`src/rtl/alu_pkg.sv`:
```
// Shared types and helpers for the ALU result path: flag positions, the
// output payload struct, and the saturation bounds.
package alu_pkg;

  localparam int unsigned ALU_DATA_W = 8;
  localparam int unsigned FLAG_W     = 4;
  localparam int unsigned SAT_W      = 64;

  localparam int unsigned FLAG_V = 3;
  localparam int unsigned FLAG_S = 2;
  localparam int unsigned FLAG_N = 1;
  localparam int unsigned FLAG_Z = 0;

  typedef struct packed {
    logic [ALU_DATA_W-1:0] data;
    logic [FLAG_W-1:0]     flags;
  } alu_out_t;

  // Largest positive two's-complement value of a size-bit word.
  function automatic logic [SAT_W-1:0] sat_max(input int unsigned size);
    return (SAT_W'(1) << (size - 1)) - SAT_W'(1);
  endfunction

  // Most negative two's-complement value of a size-bit word.
  function automatic logic [SAT_W-1:0] sat_min(input int unsigned size);
    return SAT_W'(1) << (size - 1);
  endfunction

endpackage

```
`src/rtl/alu_skid_buffer.sv`:
```
// Two-entry valid/ready skid buffer; out_data is the main entry register,
// a second register absorbs one extra beat while the consumer stalls.
module alu_skid_buffer #(
  parameter int unsigned W = 12
) (
  input  logic         clk,
  input  logic         rst_n,
  input  logic         in_valid,
  output logic         in_ready,
  input  logic [W-1:0] in_data,
  output logic         out_valid,
  input  logic         out_ready,
  output logic [W-1:0] out_data
);

  logic         skid_valid;
  logic [W-1:0] skid_data;
  logic         accept;
  logic         main_free;

  assign accept    = in_valid && in_ready;
  assign main_free = !out_valid || out_ready;

  // in_ready tracks !skid_valid as its own register so it never depends on out_ready.
  always_ff @(posedge clk) begin
    if (!rst_n) begin
      out_valid  <= 1'b0;
      out_data   <= '0;
      skid_valid <= 1'b0;
      skid_data  <= '0;
      in_ready   <= 1'b1;
    end else if (main_free) begin
      if (skid_valid) begin
        out_valid  <= 1'b1;
        out_data   <= skid_data;
        skid_valid <= 1'b0;
        in_ready   <= 1'b1;
      end else if (accept) begin
        out_valid <= 1'b1;
        out_data  <= in_data;
      end else begin
        out_valid <= 1'b0;
      end
    end else if (accept) begin
      skid_valid <= 1'b1;
      skid_data  <= in_data;
      in_ready   <= 1'b0;
    end
  end

endmodule

```
`src/rtl/alu_result_stage.sv`:
```
// Registered ALU output stage: optional saturation, V/S/N/Z flags, a
// saturating overflow event counter, and a skid-buffered handshake.
module alu_result_stage
  import alu_pkg::*;
#(
  parameter int unsigned SIZE  = ALU_DATA_W,
  parameter int unsigned CNT_W = 8
) (
  input  logic             clk,
  input  logic             rst_n,
  input  logic             in_valid,
  output logic             in_ready,
  input  logic [SIZE:0]    in_result,
  input  logic             in_overflow,
  input  logic             sat_en,
  output logic             out_valid,
  input  logic             out_ready,
  output logic [SIZE-1:0]  out_data,
  output logic [3:0]       out_flags,
  output logic [CNT_W-1:0] ovf_count,
  input  logic             ovf_clear
);

  localparam logic [CNT_W-1:0] CNT_MAX = '1;

  logic [SIZE-1:0] data_c;
  logic [3:0]      flags_c;
  alu_out_t        in_pl;
  alu_out_t        out_pl;
  logic            accept;

  assign accept = in_valid && in_ready;

  // Result shaping happens before storage so both skid entries hold final values.
  always_comb begin
    data_c = in_result[SIZE-1:0];
    if (in_overflow && sat_en) begin
      data_c = in_result[SIZE] ? SIZE'(sat_min(SIZE)) : SIZE'(sat_max(SIZE));
    end
    flags_c         = '0;
    flags_c[FLAG_V] = in_overflow;
    flags_c[FLAG_S] = in_result[SIZE];
    flags_c[FLAG_N] = data_c[SIZE-1];
    flags_c[FLAG_Z] = (data_c == '0);
    in_pl.data      = ALU_DATA_W'(data_c);
    in_pl.flags     = flags_c;
  end

  alu_skid_buffer #(
    .W($bits(alu_out_t))
  ) u_skid (
    .clk       (clk),
    .rst_n     (rst_n),
    .in_valid  (in_valid),
    .in_ready  (in_ready),
    .in_data   (in_pl),
    .out_valid (out_valid),
    .out_ready (out_ready),
    .out_data  (out_pl)
  );

  assign out_data  = SIZE'(out_pl.data);
  assign out_flags = out_pl.flags;

  // Clear wins over increment but still counts an overflow accepted in the same cycle.
  always_ff @(posedge clk) begin
    if (!rst_n) begin
      ovf_count <= '0;
    end else if (ovf_clear) begin
      ovf_count <= (accept && in_overflow) ? CNT_W'(1) : '0;
    end else if (accept && in_overflow && (ovf_count != CNT_MAX)) begin
      ovf_count <= ovf_count + CNT_W'(1);
    end
  end

endmodule
```
`config.mk`:
```
export PLATFORM = sky130hd
export DESIGN_NAME = alu_result_stage
export DESIGN_NICKNAME = d
export VERILOG_FILES = /design/src/rtl/alu_pkg.sv /design/src/rtl/alu_skid_buffer.sv /design/src/rtl/alu_result_stage.sv
export SDC_FILE = /design/constraint.sdc
export NUM_CORES = 1
export LEC_CHECK = 0
export BUFFER_PORTS_ARGS = -buffer_cell sky130_fd_sc_hd__buf_4
export CAP_MARGIN = 30
export CORE_MARGIN = 2
export CORE_UTILIZATION = 53
export DETAILED_ROUTE_END_ITERATION = 7
export PLACE_DENSITY = 0.86
export SYNTH_ARGS = -nofsm -noshare
export SYNTH_HDL_FRONTEND = slang
export SYNTH_HIERARCHICAL = 1
export SYNTH_SLANG_ARGS = --single-unit
```
`constraint.sdc`:
```
create_clock -name clk -period 1.5 [get_ports clk]
set_input_delay 0.3 -clock clk [delete_from_list [all_inputs] [get_ports clk]]
set_output_delay 0.3 -clock clk [all_outputs]
set_load 0.01 [all_outputs]
```
======== Yosys cells after proc, flatten, opt, wreduce, memory -nomap -nowiden ========
Index checks and enable logic that the tools add are counted.
storage, ports and cells
  output and inout bits ................... 22
  logic and storage cells ................. 37
  input bits .............................. 16
  flip-flop bits (word level) ............. 35
cells by class
  muxes and demuxes ....................... 12
  equal/unequal tests ..................... 2
  bitwise logic cells ..................... 2
  reduce and logical (&&, ||, !) cells .... 14
  add/sub/neg operators ................... 1
operators by type and width
  kind                                                                     count
  8-bit 2-to-1 mux                                                         4
  12-bit 2-to-1 mux                                                        2
  8-bit by 1-bit adder with 8-bit output, second input constant            1
  8-bit zero test                                                          1
  8-bit inequality test, second input constant                             1
  1-bit 2-to-1 mux                                                         6
  2-bit AND reduction                                                      3
  2-bit nonzero test                                                       3
  1-bit logical AND                                                        4
  2-bit by 1-bit inequality test with 1-bit output, second input constant  1
  1-bit inverter                                                           2
  2-bit OR reduction                                                       1
  1-bit zero test                                                          1
  1-bit logical OR                                                         1

======== Longest topological paths before layout ========
Gate-level depths: netlist of the first run.
  depth in word-level cells ............... 5
  depth in mapped cells ................... 6
  gate-level depth less buffers ........... 6

======== By module ========
The synthesis of the first run kept the hierarchy.
modules (own cells, without submodules)
  module            cells each  times used  area an instance (um^2)  sequential area each (um^2)
  alu_skid_buffer   120         1           1164.9                   540.5
  alu_result_stage  59          1           516.7                    160.2

======== Worst setup path before layout of the first run ========
Ideal clock, no wire load.
  path type ............................... reg-to-reg
  start point ............................. reg ovf_count[0]
  end point ............................... reg ovf_count[4]
  required time ........................... 1379 ps
  arrival time ............................ 1305 ps
  setup slack ............................. 74 ps
  path buffers ............................ 0
  clock period less this slack ............ 1426 ps
  library setup time ...................... 121 ps
  cell stages (with the launch flop) ...... 6
  cells stage by stage .................... dfxtp_1 ha_1 nand2_1 a2111oi_4 xnor2_1 nor2_1
between the ends
  word-level cells in the longest chain between the ends .. 3
RTL lines
  element                                                                          line                                            source
  start: declaration                                                               alu_result_stage.sv:20                          output logic [CNT_W-1:0] ovf_count,
  start signal: assignment                                                         alu_result_stage.sv:70                          ovf_count <= (accept && in_overflow) ? CNT_W'(1) : '0;
  start signal: assignment                                                         alu_result_stage.sv:72                          ovf_count <= ovf_count + CNT_W'(1);
  8-bit by 1-bit adder with 8-bit output or 8-bit inequality test (tied branches)  alu_result_stage.sv:72, alu_result_stage.sv:71
  8-bit 2-to-1 mux or 1-bit logical AND (tied branches)                            alu_result_stage.sv:71                          end else if (accept && in_overflow && (ovf_count != CNT_MAX)) begin
  8-bit 2-to-1 mux or 2-bit nonzero test (tied branches)                           --
Parallel ways exist; a longest one is shown, timed or not. The select of a mux whose other input is x is not followed.
A chain may end at the register's enable or synchronous reset.

======== Final worst setup path of the first run ========
  start point ............................. reg ovf_count[1]
  end point ............................... reg ovf_count[4]
Same word-level chain as after synthesis.

==> run_results.csv, run 1 <==
group,metric,value,unit
outcome,status,"completed",
flow_run,drv_cap,0,
sta,finalSetupViolations,0,
grt,grt_pass1_wl,6550,microns
power,internal_power,1.30,mW
sta,worstMarginPinSlew,0.484,ns
placed_design,placed_area,0.00202,sq mm
clock_tree,worst_skew_pair.late_latency,0.35,ns
sta,slew_viol_final,0,
worst_hold_path,hold_start,"in_result[8]",
clock_tree,root_buffer,"clkbuf_4",
power,p_clk_share,28.3,%
drt,drc_errors,0,
synthesis,synth_area,0.00168,sq mm
grt,grt_max_degree,31,
die,chipWidth,60.3,microns
die,rows,20,
power,power_density,872,mW/mm^2
drt,routedWlPerCell,15.1,microns
cells_and_area,final_cell_area,0.00208,sq mm
power,leakagePower,0.937,nW
synthesis,ys_seq_elements,35,
clock_tree,htree_levels,2,
sta,skew,0.00864,ns
drt,first_iter_violations,117,
clock_tree,cts_tree,"built",
drt,viasPerCell,5.69,
clock_tree,path_clk_slew,0.11,ns
die,die-area,0.00364,sq mm
worst_hold_path,hp-class,"in2reg",
sta,hold_viol,0,
die,core_area,0.00303,sq mm
setup_path,cp-end-kind,"flip-flop",
setup_path,cpPeakStageDelay,0.37,ns
sta,tns,0,ns
synthesis,syn_avg_cell_area,9.39,sq um
setup_path,crit_path_top_delay_cell,"dfxtp_2",
sta,timing.final.ws_setup,0.113,ns
synthesis,async_reset_ff_share,0,%
grt,antenna_found_initial,0,
clock_tree,clock_sinks,35,
cells_and_area,fin_nets,239,
sta,rsz0062_at_grt,"false",
grt,grt_overflow,0,
drt,drtAntennaViolNets,0,
cells_and_area,final_cell_mix,"buf_4, dfxtp_1, nand2_1",
setup_path,r2r_end,"ovf_count[4]",
sta,slew_headroom,67.7,%
setup_path,path_class,"reg2reg",
synthesis,ys_types,36,
setup_path,critical_path.cell_chain,"ha_1 -> nand2_1 -> a2111oi_4 -> xnor2_1 -> nor2_1",
synthesis,synth_nets,196,
setup_path,r2r_slack,0.11,ns
clock_tree,cts_setup_buffers,0,
placed_design,dpl.hpwl,2980,microns
die,initial_core_util,55.5,%
synthesis,ys_seq_area_share,41.7,%
synthesis,synth-edff-count,0,
synthesis,synthFlopType,"dfxtp_1",
synthesis,ys_warn_count,6,
sta,fmax,721,MHz
power,swShare,28.1,%
sta,holdWs,0.232,ns
cells_and_area,syn2layout_area_growth,23.7,%
sta,period_share,92.5,%
setup_path,reg2reg_from,"ovf_count[1]",
cells_and_area,final_common_cell,"buf_4",
clock_tree,clk_path_buf_depth,2,
setup_path,reg2reg_depth,5,
power,p_sw,0.510,mW
grt,grt_pass1_vias,1478,
placed_design,gp_congestion,0.883,
drt,wirelength,4040,microns
power,p_comb_share,16.7,%
power,irDropWorstVdd,680,uV
drt,dr.pass1.iters,4,
setup_path,cp_max_fo,4,
setup_path,crit_arrival,1.63,ns
grt,grt_util_all_layers,24.3,%
worst_hold_path,whs_path_depth,3,
die,ios,38,
die,fp.dieH,60.3,microns
placed_design,io_buffers,37,
setup_path,cp_data_required_time,1.74,ns
power,seq_power_share,55.0,%
cells_and_area,num_antenna_cells,0,
cells_and_area,final_core_util,68.7,%
worst_hold_path,hold_end,"u_skid/skid_data[2]",
setup_path,start_kind,"flip-flop",
synthesis,synthCells,179,
sta,period_minus_slack,1.39,ns
placed_design,place_ws,0.0623,ns
cells_and_area,drive_above_1_share,26.9,%
drt,num_vias,1520,
clock_tree,cts_made_buffers,5,
## per-stage QoR
| step | power (mW) | instances |
|---|---|---|
| after CTS | 1.83 | 267 |
| after global placement | 1.31 | 259 |
| after floorplan | 1.19 | 179 |
| final | 1.81 | 267 |
| after detailed placement | 1.32 | 259 |
| after global routing | 1.91 | 267 |
## sequential cells by signal, summed over array words and instances, names as in the netlist
| signal | flops |
|---|---|
| u_skid/out_data | 12 |
| u_skid/skid_data | 12 |
| ovf_count | 8 |
| u_skid/in_ready | 1 |
| u_skid/out_valid | 1 |
| u_skid/skid_valid | 1 |
## cells in the mapped netlist, types with 3 or more instances
master | n | area (sq um)
nand2b_1 | 3 | 18.8
nand2_1 | 27 | 101
o211a_1 | 12 | 120
mux2i_1 | 14 | 140
clkbuf_1 | 5 | 18.8
buf_6 | 3 | 33.8
a21boi_0 | 12 | 90.1
dfxtp_1 | 35 | 701
nor3_1 | 4 | 20.0
nor2_1 | 5 | 18.8
and3_1 | 3 | 18.8
nand3_1 | 17 | 85.1
a21o_1 | 8 | 60.1
a21oi_1 | 4 | 20.0
## power groups by stage
stage,registers [mW],logic [mW],clock network (mW)
final,0.998,0.303,0.513
after detailed placement,1.02,0.304,0
after CTS,0.998,0.305,0.527
after floorplan,1.03,0.155,0
after global placement,1.02,0.293,0
after global routing,1.00,0.330,0.575
## repair_timing
item	4_1_cts	5_1_grt
hold buffers	0	0
resized for setup	0	2
setup endpoints to repair	0	3
## metal layers
metal	GRT usage [%]	vias to the layer above	routed length (microns)	share of wire, %
li1	-	739	-	-
met1	25.5	726	1620	40
met2	46.0	44	2130	53
met3	6.18	11	201	5.0
met4	9.52	0	85	2.1
met5	0	-	0	0
## cell type report
class                      instances  area (sq um)
clock buffer                       5          37.5
inverter                           1          3.75
timing repair buffer              47           353
fill                             259           948
clock inverter                     3          20.0
sequential                        35           702
tap                               44          55.1
multi-input combinational        132           908
## worst max path at each step
stage	startpoint	to	slack, ns	cells past startpoint
after global routing	ovf_count[1]	ovf_count[4]	0.03	5
after global placement	in_overflow	u_skid/out_data[11]	0.13	6
after CTS	ovf_count[1]	ovf_count[4]	0.08	5
final	ovf_count[1]	ovf_count[4]	0.11	5
after floorplan	ovf_count[0]	ovf_count[4]	0.07	5
after detailed placement	in_overflow	u_skid/out_data[11]	0.06	6
## worst max-delay path, delay by kind of cell, from the launching register on
kind,cells,cell delay [ns]
DFF,1,0.37
AOI/OAI and AO/OA,1,0.36
and+or+nand+nor,2,0.21
adders and majority gates,1,0.18
xor gates and xnor gates,1,0.16
## kinds of logic after synthesis
group           Yosys count  share of synthesized area [%]
simple gates             69                           20.3
flops                    35                           41.7
compound gates           46                           23.4
fa+ha+maj                 1                          0.744
xor+xnor                  1                          0.521
mux                      15                           9.00
buf+inv                  12                           4.39
Power figures use the tool's default switching activity.
==> inputs of run 2 (changes only) <==
--- a/config.mk
+++ b/config.mk
@@ -8,9 +8,9 @@
 export BUFFER_PORTS_ARGS = -buffer_cell sky130_fd_sc_hd__buf_4
 export CAP_MARGIN = 30
 export CORE_MARGIN = 2
-export CORE_UTILIZATION = 53
+export CORE_UTILIZATION = 40
 export DETAILED_ROUTE_END_ITERATION = 7
-export PLACE_DENSITY = 0.86
+export PLACE_DENSITY = 0.7
 export SYNTH_ARGS = -nofsm -noshare
 export SYNTH_HDL_FRONTEND = slang
 export SYNTH_HIERARCHICAL = 1
==> run 2 against run 1 <==
  * Combinational power rose by 2%
  * Fmax increased by 0.49%
  * Clock skew shrank 0.0046 ns
  * Core utilization is 16 points lower
  * Critical path depth decreased by 1
  * Non-clock buffer count grew 3
  * Die area is 30% higher
  * Global-route usage is 5.5 points lower
  * Worst setup slack better by 0.0068 ns
  * Sequential power barely moved
  * Sequential share of layout area fell by 0.95 points
  * Critical endpoint is now ovf_count[1]
==> run_results.csv, run 2 (synthesis results as in run 1) <==
group,metric,value,unit
outcome,status,"completed",
setup_path,cp_data_required_time,1.68,ns
drt,drtAntennaViolNets,0,
setup_path,crit_path_top_delay_cell,"and4_1",
grt,grt_overflow,0,
die,initial_core_util,41.7,%
setup_path,crit_arrival,1.56,ns
setup_path,path_class,"reg2reg",
cells_and_area,syn2layout_area_growth,27.0,%
clock_tree,clk_path_buf_depth,2,
clock_tree,cts_made_buffers,5,
grt,grt_util_all_layers,18.8,%
clock_tree,cts-resized-gates,0,
grt,grt_pass1_wl,6470,microns
worst_hold_path,whs_path_depth,3,
clock_tree,path_clk_slew,0.07,ns
worst_hold_path,hp-class,"in2reg",
sta,tns,0,ns
clock_tree,worst_skew_pair.late_latency,0.29,ns
clock_tree,htree_levels,2,
setup_path,cpLargestDelayFamily,"simple AND/OR/NAND/NOR gates",
drt,first_iter_violations,52,
cells_and_area,final_cell_mix,"buf_4, dfxtp_1, nand2_1",
cells_and_area,final_common_cell,"buf_4",
cells_and_area,fin_nets,242,
clock_tree,clock_sinks,35,
setup_path,start_kind,"flip-flop",
power,leakagePower,0.973,nW
drt,drc_errors,0,
power,power_density,921,mW/mm^2
die,ios,38,
sta,finalSetupViolations,0,
cells_and_area,num_antenna_cells,0,
sta,timing.final.ws_setup,0.120,ns
setup_path,cp_max_fo,7,
clock_tree,cts_tree,"built",
setup_path,cpPeakStageDelay,0.39,ns
setup_path,critical_path.cell_chain,"and4_1 -> a41o_1 -> mux2i_1 -> nor2_1",
grt,grt_pass1_vias,1465,
sta,period_share,92.0,%
sta,holdWs,0.273,ns
sta,period_minus_slack,1.38,ns
die,rows,23,
cells_and_area,reg.largest.list,"u_skid/out_data: 12 flops, u_skid/skid_data: 12 flops, ovf_count: 8 flops",
clock_tree,cts_setup_buffers,0,
placed_design,io_buffers,37,
drt,routedWlPerCell,14.8,microns
drt,num_vias,1519,
sta,skew,0.00399,ns
setup_path,path_buf_inv,0,
sta,hold_viol,0,
drt,wirelength,4090,microns
placed_design,place_ws,0.0168,ns
sta,worstMarginPinSlew,0.334,ns
placed_design,dpl.hpwl,2920,microns
cells_and_area,nFillCells,388,
setup_path,reg2reg_depth,4,
die,chipWidth,68.8,microns
sta,slew_viol_final,0,
clock_tree,hold_buffers,0,
clock_tree,root_buffer,"clkbuf_8",
sta,rsz0062_at_grt,"false",
power,irDropWorstVdd,647,uV
die,die-area,0.00474,sq mm
die,fp.dieH,68.8,microns
setup_path,worstSetupPathDepth,4,
sta,slew_headroom,77.7,%
drt,viasPerCell,5.50,
placed_design,gp_congestion,0.788,
flow_run,drv_cap,0,
die,core_area,0.00403,sq mm
grt,grt_max_degree,30,
setup_path,cp-end-kind,"flip-flop",
cells_and_area,drive_above_1_share,27.4,%
drt,dr.pass1.iters,4,
sta,fmax,724,MHz
grt,antenna_found_initial,0,
==> run 2: changes by cell type in the layout (fill, tap and decap cells not counted), sizes merged <==
| cell | delta |
|---|---|
| buf | +3 |
| clkinv | +2 |
| clkinvlp | -2 |
==> run 2: cell type report <==
class                           count  area (sq um)  share of cell area [%]
Sequential cell                    35           701                    32.8
Tap cell                           50          62.6                    2.93
Multi-Input combinational cell    132           910                    42.6
Clock buffer                        5          68.8                    3.22
Clock inverter                      3          15.0                   0.703
Timing Repair Buffer               50           375                    17.6
Inverter                            1          3.75                   0.176
==> run 2: worst paths after layout <==
kind | from | end | slack, ns
worst max register to register | ovf_count[6] | ovf_count[1] | 0.12
worst min-delay path | ovf_clear | ovf_count[0] | 0.27
worst max-delay path | ovf_count[6] | ovf_count[1] | 0.12
worst min register to register | u_skid/skid_data[8] | u_skid/skid_data[8] | 0.47
==> run 2: where the power goes <==
| group | switching, mW | total, mW | internal, mW |
|---|---|---|---|
| logic | 0.151 | 0.308 | 0.157 |
| clock network | 0.346 | 0.663 | 0.317 |
| registers | 0.0247 | 0.997 | 0.973 |
==> run 2: worst min-delay path, delay by kind of cell <==
family | cells | cell delay (ns)
buffers and inverters | 1 | 0.09
AOI/OAI and AO/OA | 1 | 0.09
and+or+nand+nor | 1 | 0.06
==> run 2: metal layers <==
metal	routed length, microns	GRT usage (%)
met1	1850	21.5
met2	1930	32.6
met3	258	6.33
met4	55	6.86
met5	0	0
==> run 2: stage by stage <==
| stage | instance area [sq um] | total power, mW | util [%] | instances |
|---|---|---|---|---|
| after floorplan | 1680 | 1.19 | - | 179 |
| after global placement | 2050 | 1.32 | 50.9 | 268 |
| after detailed placement | 2050 | 1.33 | 50.9 | 268 |
| after CTS | 2130 | 1.99 | 53.0 | 276 |
| after global routing | 2140 | 2.07 | 53.0 | 276 |
| final | 2140 | 1.97 | 53.0 | 276 |
